===== src/rtl/polyeta_pack_stream_if.sv =====
// Stream bundle for the eta-polynomial packer: coefficient input and packed-word output.
// The master modport drives coefficients and consumes words; the slave is the packer.
interface polyeta_pack_stream_if #(
  parameter int unsigned OUT_W = 8
);
  logic              in_valid;
  logic              in_ready;
  logic [31:0]       in_coeff;
  logic              out_valid;
  logic              out_ready;
  logic [OUT_W-1:0]  out_data;
  logic              out_last;

  modport master (
    output in_valid, in_coeff, out_ready,
    input  in_ready, out_valid, out_data, out_last
  );

  modport slave (
    input  in_valid, in_coeff, out_ready,
    output in_ready, out_valid, out_data, out_last
  );
endinterface


===== src/rtl/polyeta_pack_stream.sv =====
// Streaming eta-polynomial packer: maps each coefficient c to (eta - c) on 3 or 4 bits,
// packs the values LSB-first and emits OUT_W-bit words with frame last/done signalling.
module polyeta_pack_stream #(
  parameter int unsigned N     = 256,
  parameter int unsigned OUT_W = 8
) (
  input  logic                   clk,
  input  logic                   rst_n,
  input  logic                   start_i,
  input  logic                   eta4_i,
  output logic                   busy_o,
  output logic                   done_o,
  output logic                   err_o,
  polyeta_pack_stream_if.slave   bus_if
);

  localparam int unsigned BufW   = OUT_W + 4;
  localparam int unsigned FillW  = $clog2(OUT_W + 4);
  localparam int unsigned CntW   = $clog2(N + 1);
  localparam int unsigned WordW  = $clog2(N * 4 / OUT_W + 1);
  localparam int unsigned Words4 = N * 4 / OUT_W;
  localparam int unsigned Words3 = N * 3 / OUT_W;

  localparam logic [FillW-1:0] OutWF     = FillW'(OUT_W);
  localparam logic [CntW-1:0]  LastCoeff = CntW'(N - 1);

  typedef enum logic [1:0] {StIdle, StLoad, StDrain, StDone} state_e;

  state_e             state_q, state_d;
  logic               eta4_q, eta4_d;
  logic               err_q, err_d;
  logic [BufW-1:0]    buf_q, buf_d;
  logic [FillW-1:0]   fill_q, fill_d;
  logic [CntW-1:0]    coeff_cnt_q, coeff_cnt_d;
  logic [WordW-1:0]   word_cnt_q, word_cnt_d;

  logic               in_ready, out_valid, push, pop, last_word, range_bad;
  logic [3:0]         v4, v;
  logic [FillW-1:0]   bits_per_coeff;
  logic [WordW-1:0]   words_m1;
  logic signed [31:0] coeff_s;

  // Only the low bits of (eta - c) survive truncation, so a 4-bit subtract suffices.
  assign coeff_s        = $signed(bus_if.in_coeff);
  assign v4             = (eta4_q ? 4'd4 : 4'd2) - bus_if.in_coeff[3:0];
  assign v              = eta4_q ? v4 : {1'b0, v4[2:0]};
  assign range_bad      = eta4_q ? (coeff_s < -32'sd4 || coeff_s > 32'sd4)
                                 : (coeff_s < -32'sd2 || coeff_s > 32'sd2);
  assign bits_per_coeff = eta4_q ? FillW'(4) : FillW'(3);
  assign words_m1       = eta4_q ? WordW'(Words4 - 1) : WordW'(Words3 - 1);

  assign in_ready  = (state_q == StLoad) && (fill_q < OutWF);
  assign out_valid = (fill_q >= OutWF);
  assign push      = in_ready && bus_if.in_valid;
  assign pop       = out_valid && bus_if.out_ready;
  assign last_word = (word_cnt_q == words_m1);

  always_comb begin
    state_d     = state_q;
    eta4_d      = eta4_q;
    err_d       = err_q;
    buf_d       = buf_q;
    fill_d      = fill_q;
    coeff_cnt_d = coeff_cnt_q;
    word_cnt_d  = word_cnt_q;

    unique case (state_q)
      StIdle: begin
        if (start_i) begin
          state_d     = StLoad;
          eta4_d      = eta4_i;
          err_d       = 1'b0;
          buf_d       = '0;
          fill_d      = '0;
          coeff_cnt_d = '0;
          word_cnt_d  = '0;
        end
      end
      StLoad: begin
        if (push) begin
          buf_d       = buf_q | (BufW'(v) << fill_q);
          fill_d      = fill_q + bits_per_coeff;
          coeff_cnt_d = coeff_cnt_q + CntW'(1);
          err_d       = err_q | range_bad;
          if (coeff_cnt_q == LastCoeff) state_d = StDrain;
        end
      end
      StDrain: begin
        if (pop && last_word) state_d = StDone;
      end
      StDone: state_d = StIdle;
      default: state_d = StIdle;
    endcase

    // Push and pop are mutually exclusive because in_ready requires fill < OUT_W.
    if (pop) begin
      buf_d      = buf_q >> OUT_W;
      fill_d     = fill_q - OutWF;
      word_cnt_d = word_cnt_q + WordW'(1);
    end
  end

  always_ff @(posedge clk or negedge rst_n) begin
    if (!rst_n) begin
      state_q     <= StIdle;
      eta4_q      <= 1'b0;
      err_q       <= 1'b0;
      buf_q       <= '0;
      fill_q      <= '0;
      coeff_cnt_q <= '0;
      word_cnt_q  <= '0;
    end else begin
      state_q     <= state_d;
      eta4_q      <= eta4_d;
      err_q       <= err_d;
      buf_q       <= buf_d;
      fill_q      <= fill_d;
      coeff_cnt_q <= coeff_cnt_d;
      word_cnt_q  <= word_cnt_d;
    end
  end

  assign busy_o           = (state_q == StLoad) || (state_q == StDrain);
  assign done_o           = (state_q == StDone);
  assign err_o            = err_q;
  assign bus_if.in_ready  = in_ready;
  assign bus_if.out_valid = out_valid;
  assign bus_if.out_data  = buf_q[OUT_W-1:0];
  assign bus_if.out_last  = out_valid && last_word;

endmodule


===== src/flat_wrapper.sv =====
// flat-port wrapper written by rule: the top's interface ports become plain ports
module polyeta_pack_stream_flat 
#(
  parameter int unsigned N     = 256,
  parameter int unsigned OUT_W = 8
)
  (clk, rst_n, start_i, eta4_i, busy_o, done_o, err_o, bus_if_in_valid, bus_if_in_coeff, bus_if_out_ready, bus_if_in_ready, bus_if_out_valid, bus_if_out_data, bus_if_out_last);
  polyeta_pack_stream_if #(.OUT_W(OUT_W)) bus_if_i ();
  input  logic clk;
  input  logic rst_n;
  input  logic start_i;
  input  logic eta4_i;
  output logic busy_o;
  output logic done_o;
  output logic err_o;
  input wire logic [$bits(bus_if_i.in_valid)-1:0] bus_if_in_valid;
  input wire logic [$bits(bus_if_i.in_coeff)-1:0] bus_if_in_coeff;
  input wire logic [$bits(bus_if_i.out_ready)-1:0] bus_if_out_ready;
  output wire logic [$bits(bus_if_i.in_ready)-1:0] bus_if_in_ready;
  output wire logic [$bits(bus_if_i.out_valid)-1:0] bus_if_out_valid;
  output wire logic [$bits(bus_if_i.out_data)-1:0] bus_if_out_data;
  output wire logic [$bits(bus_if_i.out_last)-1:0] bus_if_out_last;
  assign bus_if_i.in_valid = bus_if_in_valid;
  assign bus_if_i.in_coeff = bus_if_in_coeff;
  assign bus_if_i.out_ready = bus_if_out_ready;
  assign bus_if_in_ready = bus_if_i.in_ready;
  assign bus_if_out_valid = bus_if_i.out_valid;
  assign bus_if_out_data = bus_if_i.out_data;
  assign bus_if_out_last = bus_if_i.out_last;
  polyeta_pack_stream #(.N(N), .OUT_W(OUT_W)) u_core (.clk(clk), .rst_n(rst_n), .start_i(start_i), .eta4_i(eta4_i), .busy_o(busy_o), .done_o(done_o), .err_o(err_o), .bus_if(bus_if_i));
endmodule

===== config.mk =====
export PLATFORM = sky130hd
export DESIGN_NAME = polyeta_pack_stream_flat
export DESIGN_NICKNAME = d
export VERILOG_FILES = /design/src/rtl/polyeta_pack_stream_if.sv /design/src/rtl/polyeta_pack_stream.sv /design/src/flat_wrapper.sv
export SDC_FILE = /design/constraint.sdc
export NUM_CORES = 1
export LEC_CHECK = 0
export ABC_AREA = 1
export BUFFER_PORTS_ARGS = -buffer_cell sky130_fd_sc_hd__buf_2
export CAP_MARGIN = 20
export CORE_ASPECT_RATIO = 1.5
export CORE_MARGIN = 10
export CORE_UTILIZATION = 59
export CTS_BUF_LIST = sky130_fd_sc_hd__clkbuf_8 sky130_fd_sc_hd__clkbuf_16
export CTS_CLUSTER_DIAMETER = 80
export DETAILED_ROUTE_END_ITERATION = 16
export GPL_TIMING_DRIVEN = 0
export PLACE_DENSITY = 0.91
export SLEW_MARGIN = 40
export SYNTH_ARGS = -nofsm -noshare
export SYNTH_HDL_FRONTEND = slang
export SYNTH_SLANG_ARGS = --single-unit

===== constraint.sdc =====
create_clock -name clk -period 3.25 [get_ports clk]
set_input_delay 0.4875 -clock clk [delete_from_list [all_inputs] [get_ports clk]]
set_output_delay 0.4875 -clock clk [all_outputs]
set_load 0.05 [all_outputs]

# After elaboration in Yosys (flattened, before gate mapping)
# Index checks and enable logic that the tools add are counted.
dict set report word_totals {
  reg_bits 37
  in_bits 38
  output_inout_bits 14
  word_cells 77
}
dict set report classes {
  addsub 5
  magnitude_cmp 6
  n_eq_ne 11
  shifts 1
  mux 27
  bitwise 2
  n_reduce_logical 18
}
# op n
set op_table {}
lappend op_table {{$mux W12} 3}
lappend op_table {{$gt A32 B3 Y1 const B} 1}
lappend op_table {{$gt A32 B4 Y1 const B} 1}
lappend op_table {{$lt A32 B2 Y1 const B} 1}
lappend op_table {{$lt A32 B3 Y1 const B} 1}
lappend op_table {{$mux W8} 3}
lappend op_table {{$pmux W12 S2} 1}
lappend op_table {{$mux W9} 2}
lappend op_table {{$pmux W9 S2} 1}
lappend op_table {{$mux W4} 4}
lappend op_table {{$or A12 B12 Y12} 1}
lappend op_table {{$shl A4 B4 Y12} 1}
lappend op_table {{$add A9 B1 Y9 const B} 1}
lappend op_table {{$eq A9 B8 Y1 const B} 1}
lappend op_table {{$add A8 B1 Y8 const B} 1}
lappend op_table {{$eq A8 B8 Y1} 1}
lappend op_table {{$mux W2} 4}
lappend op_table {{$pmux W2 S4} 1}
lappend op_table {{$pmux W4 S2} 1}
lappend op_table {{$mux W3} 2}
lappend op_table {{$mux W6} 1}
lappend op_table {{$reduce_and A3 Y1} 2}
lappend op_table {{$reduce_bool A2 Y1} 3}
lappend op_table {{$logic_and A1 B1 Y1} 5}
lappend op_table {{other kinds (19)} 27}

# Longest topological paths before layout
# Gate-level depths: netlist (run 1).
dict set report logic_depth {
  word_depth 8
  depth_mapped 14
  mapped_depth_nobuf 14
}

# Worst setup path after synthesis (run 1)
# Ideal clock, no wire load.
dict set report synth_timing {
  path_kind {register to output}
  start {reg u_core.word_cnt_q[0]}
  end {out bus_if_out_last}
  t_arrival_ps 1622
  t_required_ps 2762
  path_slack_ps 1140
  path_stages_with_launch 8
  n_path_buf 0
  cell_sequence {dfrtp_1 ha_1 nand2_1 nor2_1 inv_1 nor2_1 o2111ai_1 nor2_1}
}
dict set report synth_via {
  elab_chain_len 2
}
# element line
set synth_lines {}
lappend synth_lines {{start: declaration} polyeta_pack_stream.sv:35} ;# logic [WordW-1:0] word_cnt_q, word_cnt_d;
lappend synth_lines {{start signal: assignment} polyeta_pack_stream.sv:119} ;# word_cnt_q <= word_cnt_d;
lappend synth_lines {{$eq A8 B8 Y1} polyeta_pack_stream.sv:56} ;# assign last_word = (word_cnt_q == words_m1);
lappend synth_lines {{$logic_and A1 B1 Y1} polyeta_pack_stream.sv:129} ;# assign bus_if.out_last = out_valid && last_word;
lappend synth_lines {{end: declaration} flat_wrapper.sv:22} ;# output wire logic [$bits(bus_if_i.out_last)-1:0] bus_if_out_last;
# Every way passes these cells.

# Worst setup path in the final report (run 1)
# Same ends and word-level chain as after synthesis.

==> metrics.log, run 1 <==
[metrics] CP endpoint kind: output port
[metrics] Worst IR Drop VDD: about 0.74 mV
[metrics] clock latency at the later pin of the worst-skew pair: 0.30 ns
[metrics] minimum setup slack in the final design: 0.9712 ns
[metrics] share of synthesized flip-flops with an asynchronous set or reset: between 90% and 100%
[metrics] count of standard-cell rows: 28
[metrics] post-route clock period utilization: between 70% and 80%
[metrics] CP max FO: 3
[metrics] library cells used by synthesis: 37
[metrics] most frequent cell on the critical path: sky130_fd_sc_hd__nor2_1
[metrics] height of the chip: ~99 µm
[metrics] worst slew slack as a fraction of its limit: 61.24%
[metrics] number of CTS-inserted buffers: 5
[metrics] count of final max-slew check failures: 0
[metrics] Die Outline Area: 7141 µm²
[metrics] last weighted congestion value of the routability-driven placer: 0.8817
[metrics] H-tree lvl count: 2
[metrics] Area Growth Syn to Fin: 16.31%
[metrics] largest area contributor in the netlist: sky130_fd_sc_hd__dfrtp_1
[metrics] worst r2r path cells: 9
[metrics] routed vias/inst: between 5 and 6
[metrics] mapped cell area: around 2400 µm²
[metrics] flip-flop and latch count after synthesis: 37
[metrics] total congestion overflow after global routing: 0
[metrics] most common cell in the synthesized netlist: sky130_fd_sc_hd__nand2_1
[metrics] estimated wirelength of the detail-placed design: 4628 µm
[metrics] max-cap violation count: 0
[metrics] syn nets: ~370
[metrics] leakage power: approximately 1.5 nW
[metrics] DRC violation count after routing: 0
[metrics] worst reg2reg startpoint: u_core.eta4_q$_DFFE_PN0P_
[metrics] min-delay worst type: input pin to asynchronous set/reset pin
[metrics] power density over the cells: around 830 nW/µm²
[metrics] cell type group with the largest total delay on the critical path: simple AND/OR/NAND/NOR gates
[metrics] clock root buffer: sky130_fd_sc_hd__clkbuf_8
[metrics] number of port buffers: a little over 50
[metrics] type of origin of the critical path: flop
[metrics] initial standard-cell utilization of the core: approximately three fifths
[metrics] number of buffers and inverters on the critical path: 2
[metrics] wire length of the first global-routing pass: a little under 10000 µm
[metrics] clock tree from TritonCTS: built
[metrics] placement-stage worst setup slack: approximately 1.0 ns
[metrics] top cells by instance count after synthesis: sky130_fd_sc_hd__nand2_1 (57), sky130_fd_sc_hd__inv_1 (43), sky130_fd_sc_hd__dfrtp_1 (37)
[metrics] maximum number of pins on one net before global-route repair: 38
[metrics] Clock Sink Count: 37
[metrics] transition time of the tightest slew-check pin: between 0.5 and 0.6 ns
[metrics] vias in the first global route: between 2000 and 2500
[metrics] total power: between 2 and 2.5 mW
[metrics] setup repair after global routing missed its margin: no
[metrics] Mean Syn Cell Area: 7.693 µm²
[metrics] critical register-to-register path endpoint: u_core.buf_q[6]$_DFFE_PN0P_
[metrics] number of hold violations in the final report: 0
[metrics] post-CTS repair timing setup buffer count: 0
[metrics] largest cells by area after synthesis: sky130_fd_sc_hd__dfrtp_1 (38%), sky130_fd_sc_hd__nand2_1 (8.8%), sky130_fd_sc_hd__inv_1 (6.6%), sky130_fd_sc_hd__o21ai_0 (6.6%), sky130_fd_sc_hd__ha_1 (6.2%)
[metrics] routed wire length: a little under 6000 µm
[metrics] cells along the critical path: ha_1, nand2_1, nor2_1, inv_1, nor2_1, o2111ai_1, nor2_1, buf_2
[metrics] fraction of final layout cells with drive strength greater than 1: roughly 22%
[metrics] maximum buffer depth of the clock tree: 2
[metrics] number of instances in the placed design: approximately 400
[metrics] largest clock skew in the final design: 0.007993 ns
[metrics] Slowest Stage Delay on Critical Path: about 0.36 ns
[metrics] sequential fraction of the synthesis area: a little under two fifths
[metrics] Cells after Synth: between 300 and 400
[metrics] Main synth FF type: sky130_fd_sc_hd__dfrtp_1
[metrics] Diodes inserted: 0
[metrics] area of the core: ~4000 µm²
[metrics] number of synthesized flops with an enable pin: 0
[metrics] number of gates given a new drive strength after cts: 0
[metrics] number of detailed-route iterations in the first pass: 4
[metrics] result of the run: finished, final reports clean
[metrics] hold buffers post-CTS: 0
[metrics] Setup-failing EPs final: 0
[metrics] vias after detailed routing: about 2400
[metrics] slowest library cell on the worst path: sky130_fd_sc_hd__dfrtp_1
[metrics] setup slack on the worst flop-to-flop path: 0.99 ns
[metrics] type of the worst setup path: flop to output port
[metrics] total of fill cells in the finished design: approximately 330
[metrics] setup_tns: 0 ns
[metrics] remaining antenna violation count: 0
[metrics] min cycle time layout: roughly 2.3 ns
[metrics] x dimension of the die: a little over 70 µm
[metrics] fraction of post-synthesis cell area in the top cell type by area: a little under two fifths
[metrics] post-route insts no fill: 420
[metrics] overall global routing resource usage: around 17%
[metrics] clock-pin slew reported for the worst setup and hold paths after clock tree synthesis: roughly 0.08 ns
[metrics] routed wirelength normalized by instance count: between 10 and 15 µm
[metrics] antenna violations before repair: 0
[metrics] nets@finish: about 430
[metrics] I/O pin count: 52
[metrics] data arrival time at the worst-slack endpoint: roughly 1.8 ns
[metrics] Synthesis Warnings: 0
[metrics] Crit path required time: 2.76 ns
[metrics] worst slack on hold paths: about 0.13 ns
[metrics] violation count after the first detailed-routing iteration: between 100 and 150
[metrics] achievable clock frequency: about 440 MHz
-- logic make-up after synthesis --
logic type,after synthesis,share of synthesized area (%)
AO/OA/AOI/OAI,64,14.46
XOR/XNOR,3,1.081
adder cells (fa/ha/maj),14,7.823
buffers and inverters,58,10.29
flip-flops,37,38.09
multiplexers,1,0.4118
AND/OR/NAND/NOR,139,27.84
-- metal layers --
metal	wire length (µm)	share of wire [%]	global-route usage [%]	vias up
li1	-	-	-	1182
met1	2237	38	16.98	1083
met3	559	9.6	6.727	11
met5	0	0	0	-
met4	93	1.6	5.865	0
met2	2924	50	29.37	100
-- state kept, by name, summed over array words and instances, names as in the netlist --
signal              count
u_core.fill_q           4
u_core.eta4_q           1
u_core.buf_q           12
u_core.err_o            1
u_core.word_cnt_q       8
u_core.coeff_cnt_q      9
u_core.state_q          2
-- worst reg2reg max path: stages, from the launching register on --
cell                      delay [ns]
sky130_fd_sc_hd__dfrtp_1        0.53
sky130_fd_sc_hd__inv_1          0.24
sky130_fd_sc_hd__fa_1           0.45
sky130_fd_sc_hd__xor2_1         0.17
sky130_fd_sc_hd__o21ai_0        0.21
sky130_fd_sc_hd__nand2_1        0.07
sky130_fd_sc_hd__o21ai_0        0.14
sky130_fd_sc_hd__o21ai_0        0.15
sky130_fd_sc_hd__a21oi_1        0.14
sky130_fd_sc_hd__nor2_1         0.05
-- worst max-delay path by stage --
stage                                                start                           to  cells past startpoint
after floorplan           u_core.word_cnt_q[0]$_DFFE_PN0P_              bus_if_out_last                      7
after global placement           u_core.eta4_q$_DFFE_PN0P_  u_core.buf_q[6]$_DFFE_PN0P_                      9
after detailed placement         u_core.eta4_q$_DFFE_PN0P_  u_core.buf_q[6]$_DFFE_PN0P_                      9
after CTS                 u_core.word_cnt_q[0]$_DFFE_PN0P_              bus_if_out_last                      8
after global routing             u_core.eta4_q$_DFFE_PN0P_  u_core.buf_q[6]$_DFFE_PN0P_                      9
final                     u_core.word_cnt_q[0]$_DFFE_PN0P_              bus_if_out_last                      8
-- per-stage QoR --
step                      utilization (%)  area, µm²
after global routing                71.43       2828
final                               71.43       2828
after floorplan                         -       2431
after CTS                           71.37       2825
after detailed placement            69.28       2743
after global placement              69.28       2743
-- layout make-up --
type	instances	area, µm²	share of cell area, %
Multi-Input combinational cell	221	1255	44.38
Sequential cell	37	925.9	32.74
Clock buffer	5	68.82	2.434
Buffer	11	73.82	2.611
Inverter	47	176.4	6.239
Clock inverter	3	13.76	0.4867
Tap cell	45	56.30	1.991
Timing Repair Buffer	51	257.7	9.115
-- power breakdown --
part	internal, mW	total, mW	switching, mW
logic	0.400	1.33	0.927
registers	0.590	0.697	0.108
clock network	0.146	0.318	0.173
total	1.14	2.34	1.21
-- cells in the final DEF (no fill, tap or decap), types with 2 or more instances in the layout --
| cell | n |
|---|---|
| sky130_fd_sc_hd__o21ai_0 | 32 |
| sky130_fd_sc_hd__ha_1 | 12 |
| sky130_fd_sc_hd__nand4_1 | 10 |
| sky130_fd_sc_hd__nand3_1 | 15 |
| sky130_fd_sc_hd__buf_2 | 52 |
| sky130_fd_sc_hd__nand2_1 | 57 |
| sky130_fd_sc_hd__nor3b_1 | 3 |
| sky130_fd_sc_hd__o22ai_1 | 6 |
| sky130_fd_sc_hd__xor2_1 | 2 |
| sky130_fd_sc_hd__nor3_4 | 2 |
| sky130_fd_sc_hd__clkinv_2 | 2 |
| sky130_fd_sc_hd__nor2_2 | 2 |
| sky130_fd_sc_hd__inv_2 | 3 |
| sky130_fd_sc_hd__buf_4 | 9 |
| sky130_fd_sc_hd__clkbuf_8 | 5 |
| sky130_fd_sc_hd__nor4_1 | 11 |
| sky130_fd_sc_hd__a31oi_1 | 2 |
| sky130_fd_sc_hd__dfrtp_1 | 37 |
| sky130_fd_sc_hd__nor3_1 | 6 |
| sky130_fd_sc_hd__fa_1 | 2 |
| sky130_fd_sc_hd__nand2_2 | 3 |
| sky130_fd_sc_hd__inv_1 | 44 |
| sky130_fd_sc_hd__a21oi_1 | 18 |
| sky130_fd_sc_hd__nor2_1 | 25 |
No activity file was read; power rests on OpenSTA's default activity.
==> run 2, diff against run 1 <==
CORE_UTILIZATION = 55   (was 59)
PLACE_DENSITY = 0.86   (was 0.91)
clock period = 2.3 ns   (was 3.25 ns; I/O delays follow)
==> metrics.log, run 2 (synthesis results as in run 1) <==
[metrics] CP max FO: 7 (was 3)
[metrics] Cell Int Power: 1.814 mW (was 1.135 mW)
[metrics] largest registers: u_core.buf_q x12, u_core.coeff_cnt_q x9, u_core.word_cnt_q x8 (unchanged)
[metrics] minimum setup slack in the final design: 0.1823 ns (was 0.9712 ns)
[metrics] clock root buffer: sky130_fd_sc_hd__clkbuf_8 (unchanged)
[metrics] Die Outline Area: 7534 µm² (was 7141 µm²)
[metrics] CP endpoint kind: flop (was output port)
[metrics] DRC violation count after routing: 0 (unchanged)
[metrics] last weighted congestion value of the routability-driven placer: 0.8802 (was 0.8817)
[metrics] transition time of the tightest slew-check pin: 0.4720 ns (was 0.5815 ns)
[metrics] top register by number of flip-flops: u_core.buf_q (unchanged)
[metrics] setup_tns: 0 ns (unchanged)
[metrics] nets@finish: 433 (was 426)
[metrics] type of origin of the critical path: flop (unchanged)
[metrics] Area Growth Syn to Fin: 21.26% (was 16.31%)
[metrics] I/O pin count: 52 (unchanged)
[metrics] switching power of the nets: 1.713 mW (was 1.208 mW)
[metrics] fraction of final layout cells with drive strength greater than 1: 24.87% (was 22.40%)
[metrics] routed wirelength normalized by instance count: 13.73 µm (was 13.85 µm)
[metrics] maximum buffer depth of the clock tree: 2 (unchanged)
[metrics] Crit path required time: 2.48 ns (was 2.76 ns)
[metrics] achievable clock frequency: between 400 and 500 MHz
[metrics] x dimension of the die: 74.29 µm (was 72.41 µm)
[metrics] violation count after the first detailed-routing iteration: 173 (was 143)
[metrics] highest-count cells in the layout ignoring fill and taps: sky130_fd_sc_hd__nand2_1 (57), sky130_fd_sc_hd__buf_2 (52), sky130_fd_sc_hd__inv_1 (42) (was sky130_fd_sc_hd__nand2_1 (57), sky130_fd_sc_hd__buf_2 (52), sky130_fd_sc_hd__inv_1 (44))
[metrics] min-delay worst type: input pin to asynchronous set/reset pin (unchanged)
[metrics] largest clock skew in the final design: 0.005075 ns (was 0.007993 ns)
[metrics] number of port buffers: 51 (unchanged)
[metrics] routed wire length: 5876 µm (was 5816 µm)
[metrics] placement-stage worst setup slack: 0.07629 ns (was 1.035 ns)
[metrics] power density over the cells: 1197 nW/µm² (was 828.6 nW/µm²)
[metrics] worst slew slack as a fraction of its limit: 68.53% (was 61.24%)
[metrics] total of fill cells in the finished design: 349 (was 327)
[metrics] wire length of the first global-routing pass: 10120 µm (was 9936 µm)
[metrics] Worst IR Drop VDD: 0.9492 mV (was 0.7445 mV)
[metrics] clock latency at the later pin of the worst-skew pair: 0.29 ns (was 0.30 ns)
[metrics] number of hold violations in the final report: 0 (unchanged)
[metrics] min cycle time layout: about 2.1 ns
[metrics] most common library cell in the layout ignoring fill and taps: sky130_fd_sc_hd__nand2_1 (unchanged)
[metrics] antenna violations before repair: 0 (unchanged)
[metrics] setup repair after global routing missed its margin: yes (was no)
[metrics] routed vias/inst: 5.540 (was 5.657)
[metrics] relative contribution of the clock network to total power: 16.8% (was 13.6%)
[metrics] Placed Instance Area: 2771 µm² (was 2743 µm²)
[metrics] data arrival time at the worst-slack endpoint: 2.30 ns (was 1.79 ns)
[metrics] max-cap violation count: 0 (unchanged)
[metrics] vias in the first global route: 2402 (was 2335)
[metrics] estimated wirelength of the detail-placed design: 4742 µm (was 4628 µm)
[metrics] vias after detailed routing: 2371 (was 2376)
[metrics] power share of the combinational group: 55.3% (was 56.7%)
[metrics] post-route clock period utilization: 92.08%
[metrics] area of the core: 4245 µm² (was 3959 µm²)
[metrics] number of detailed-route iterations in the first pass: 4 (unchanged)
[metrics] final std cell area, no fill: 2948 µm² (was 2828 µm²)
[metrics] Setup-failing EPs final: 0 (unchanged)
[metrics] hold buffers post-CTS: 0 (unchanged)
[metrics] clock tree from TritonCTS: built (unchanged)
[metrics] height of the chip: 101.4 µm (was 98.62 µm)
[metrics] initial standard-cell utilization of the core: 57.26% (was 61.41%)
[metrics] part of the total power dissipated in sequential elements: 27.9% (was 29.8%)
[metrics] flip-flop count of the largest register, all copies and words added: 12 (unchanged)
[metrics] total congestion overflow after global routing: 0 (unchanged)
[metrics] switching share of power: 48.57% (was 51.54%)
[metrics] maximum number of pins on one net before global-route repair: 20 (was 38)
[metrics] type of the worst setup path: flop to flop (was flop to output port)
[metrics] number of CTS-inserted buffers: 5 (unchanged)
[metrics] count of final max-slew check failures: 0 (unchanged)
[metrics] clock-pin slew reported for the worst setup and hold paths after clock tree synthesis: 0.08 ns (about the same)
[metrics] H-tree lvl count: 2 (unchanged)
[metrics] result of the run: finished, final reports clean (unchanged)
[metrics] overall global routing resource usage: 16.38% (was 16.63%)
[metrics] leakage power: 1.519 nW (was 1.477 nW)
[metrics] final core utilization: 69.44% (was 71.43%)
[metrics] Diodes inserted: 0 (unchanged)
[metrics] count of standard-cell rows: 29 (was 28)
[metrics] Clock Sink Count: 37 (unchanged)
[metrics] remaining antenna violation count: 0 (unchanged)
## run 2: cell types whose count changed in the layout (fill, tap and decap cells not counted), sizes merged
cell,previous run,this run
buf,61,67
bufinv,0,1
clkbuf,6,8
clkinv,3,1
clkinvlp,0,2
inv,47,45
## run 2: layout make-up
class | instances | area [µm²] | area share [%]
well taps | 46 | 57.56 | 1.952
flip-flops and latches | 37 | 927.1 | 31.45
multi-input cells | 221 | 1259 | 42.70
repair buffers | 58 | 330.3 | 11.21
plain buffers | 11 | 73.82 | 2.504
inverters | 47 | 180.2 | 6.112
clock buffers | 6 | 82.58 | 2.801
clock inverters | 2 | 37.54 | 1.273
## run 2: power by group through the flow
stage	combinational [mW]	clock (mW)	sequential (mW)
floorplan	1.43	0	0.987
global placement	1.81	0	0.984
detailed placement	1.85	0	1.00
CTS	1.87	0.598	0.987
global route	2.16	0.625	1.01
finish	1.95	0.593	0.983
## run 2: final timing paths
check / start / slack [ns] / cells past startpoint / endpoint
worst min-delay path: rst_n / 0.0005 / 1 / u_core.buf_q[5]$_DFFE_PN0P_
min in group clk: eta4_i / 0.33 / 3 / u_core.eta4_q$_DFFE_PN0P_
worst min register to register: u_core.word_cnt_q[3]$_DFFE_PN0P_ / 0.49 / 1 / u_core.word_cnt_q[3]$_DFFE_PN0P_
max in group asynchronous: rst_n / 1.82 / 2 / u_core.eta4_q$_DFFE_PN0P_
worst max register to register: u_core.eta4_q$_DFFE_PN0P_ / 0.18 / 15 / u_core.buf_q[4]$_DFFE_PN0P_
worst max-delay path: u_core.eta4_q$_DFFE_PN0P_ / 0.18 / 15 / u_core.buf_q[4]$_DFFE_PN0P_
## run 2: timing repair
action                                 CTS  global route
setup endpoints to repair                0             9
buffers inserted                         0             6
endpoints found under the hold margin    0             0
resized for setup                        0             5
## run 2: routing by layer
| layer | wire length [µm] | vias up | share of wire [%] | GRT usage [%] |
|---|---|---|---|---|
| li1 | - | 1192 | - | - |
| met1 | 2274 | 1091 | 39 | 16.91 |
| met2 | 3068 | 76 | 52 | 29.87 |
| met3 | 438 | 12 | 7.5 | 5.284 |
| met4 | 95 | 0 | 1.6 | 5.508 |
| met5 | 0 | - | 0 | 0 |
## run 2: critical path, cell delays in order (launching register included)
cell and delay [ns]:
sky130_fd_sc_hd__dfrtp_2 0.43, sky130_fd_sc_hd__clkinvlp_4 0.20, sky130_fd_sc_hd__buf_4 0.18, sky130_fd_sc_hd__ha_1 0.26, sky130_fd_sc_hd__nand2_1 0.07, sky130_fd_sc_hd__nand2_1 0.07, sky130_fd_sc_hd__nand2_1 0.06, sky130_fd_sc_hd__nand2_1 0.06
sky130_fd_sc_hd__nand3_1 0.10, sky130_fd_sc_hd__nor2_1 0.06, sky130_fd_sc_hd__nand2_1 0.06, sky130_fd_sc_hd__o21ai_0 0.12, sky130_fd_sc_hd__nand2_1 0.08, sky130_fd_sc_hd__nand2_1 0.04, sky130_fd_sc_hd__o21ai_0 0.14, sky130_fd_sc_hd__nand2_1 0.07
## run 2: per-stage QoR
stage	power (mW)	hold slack [ns]	cells
2_1_floorplan	2.422	0.04941	316
5_1_grt	3.802	0.03173	428
4_1_cts	3.451	0.01160	422
3_3_place_gp	2.790	0.4655	413
3_5_place_dp	2.852	0.3246	414
6_report	3.527	0.0005307	428
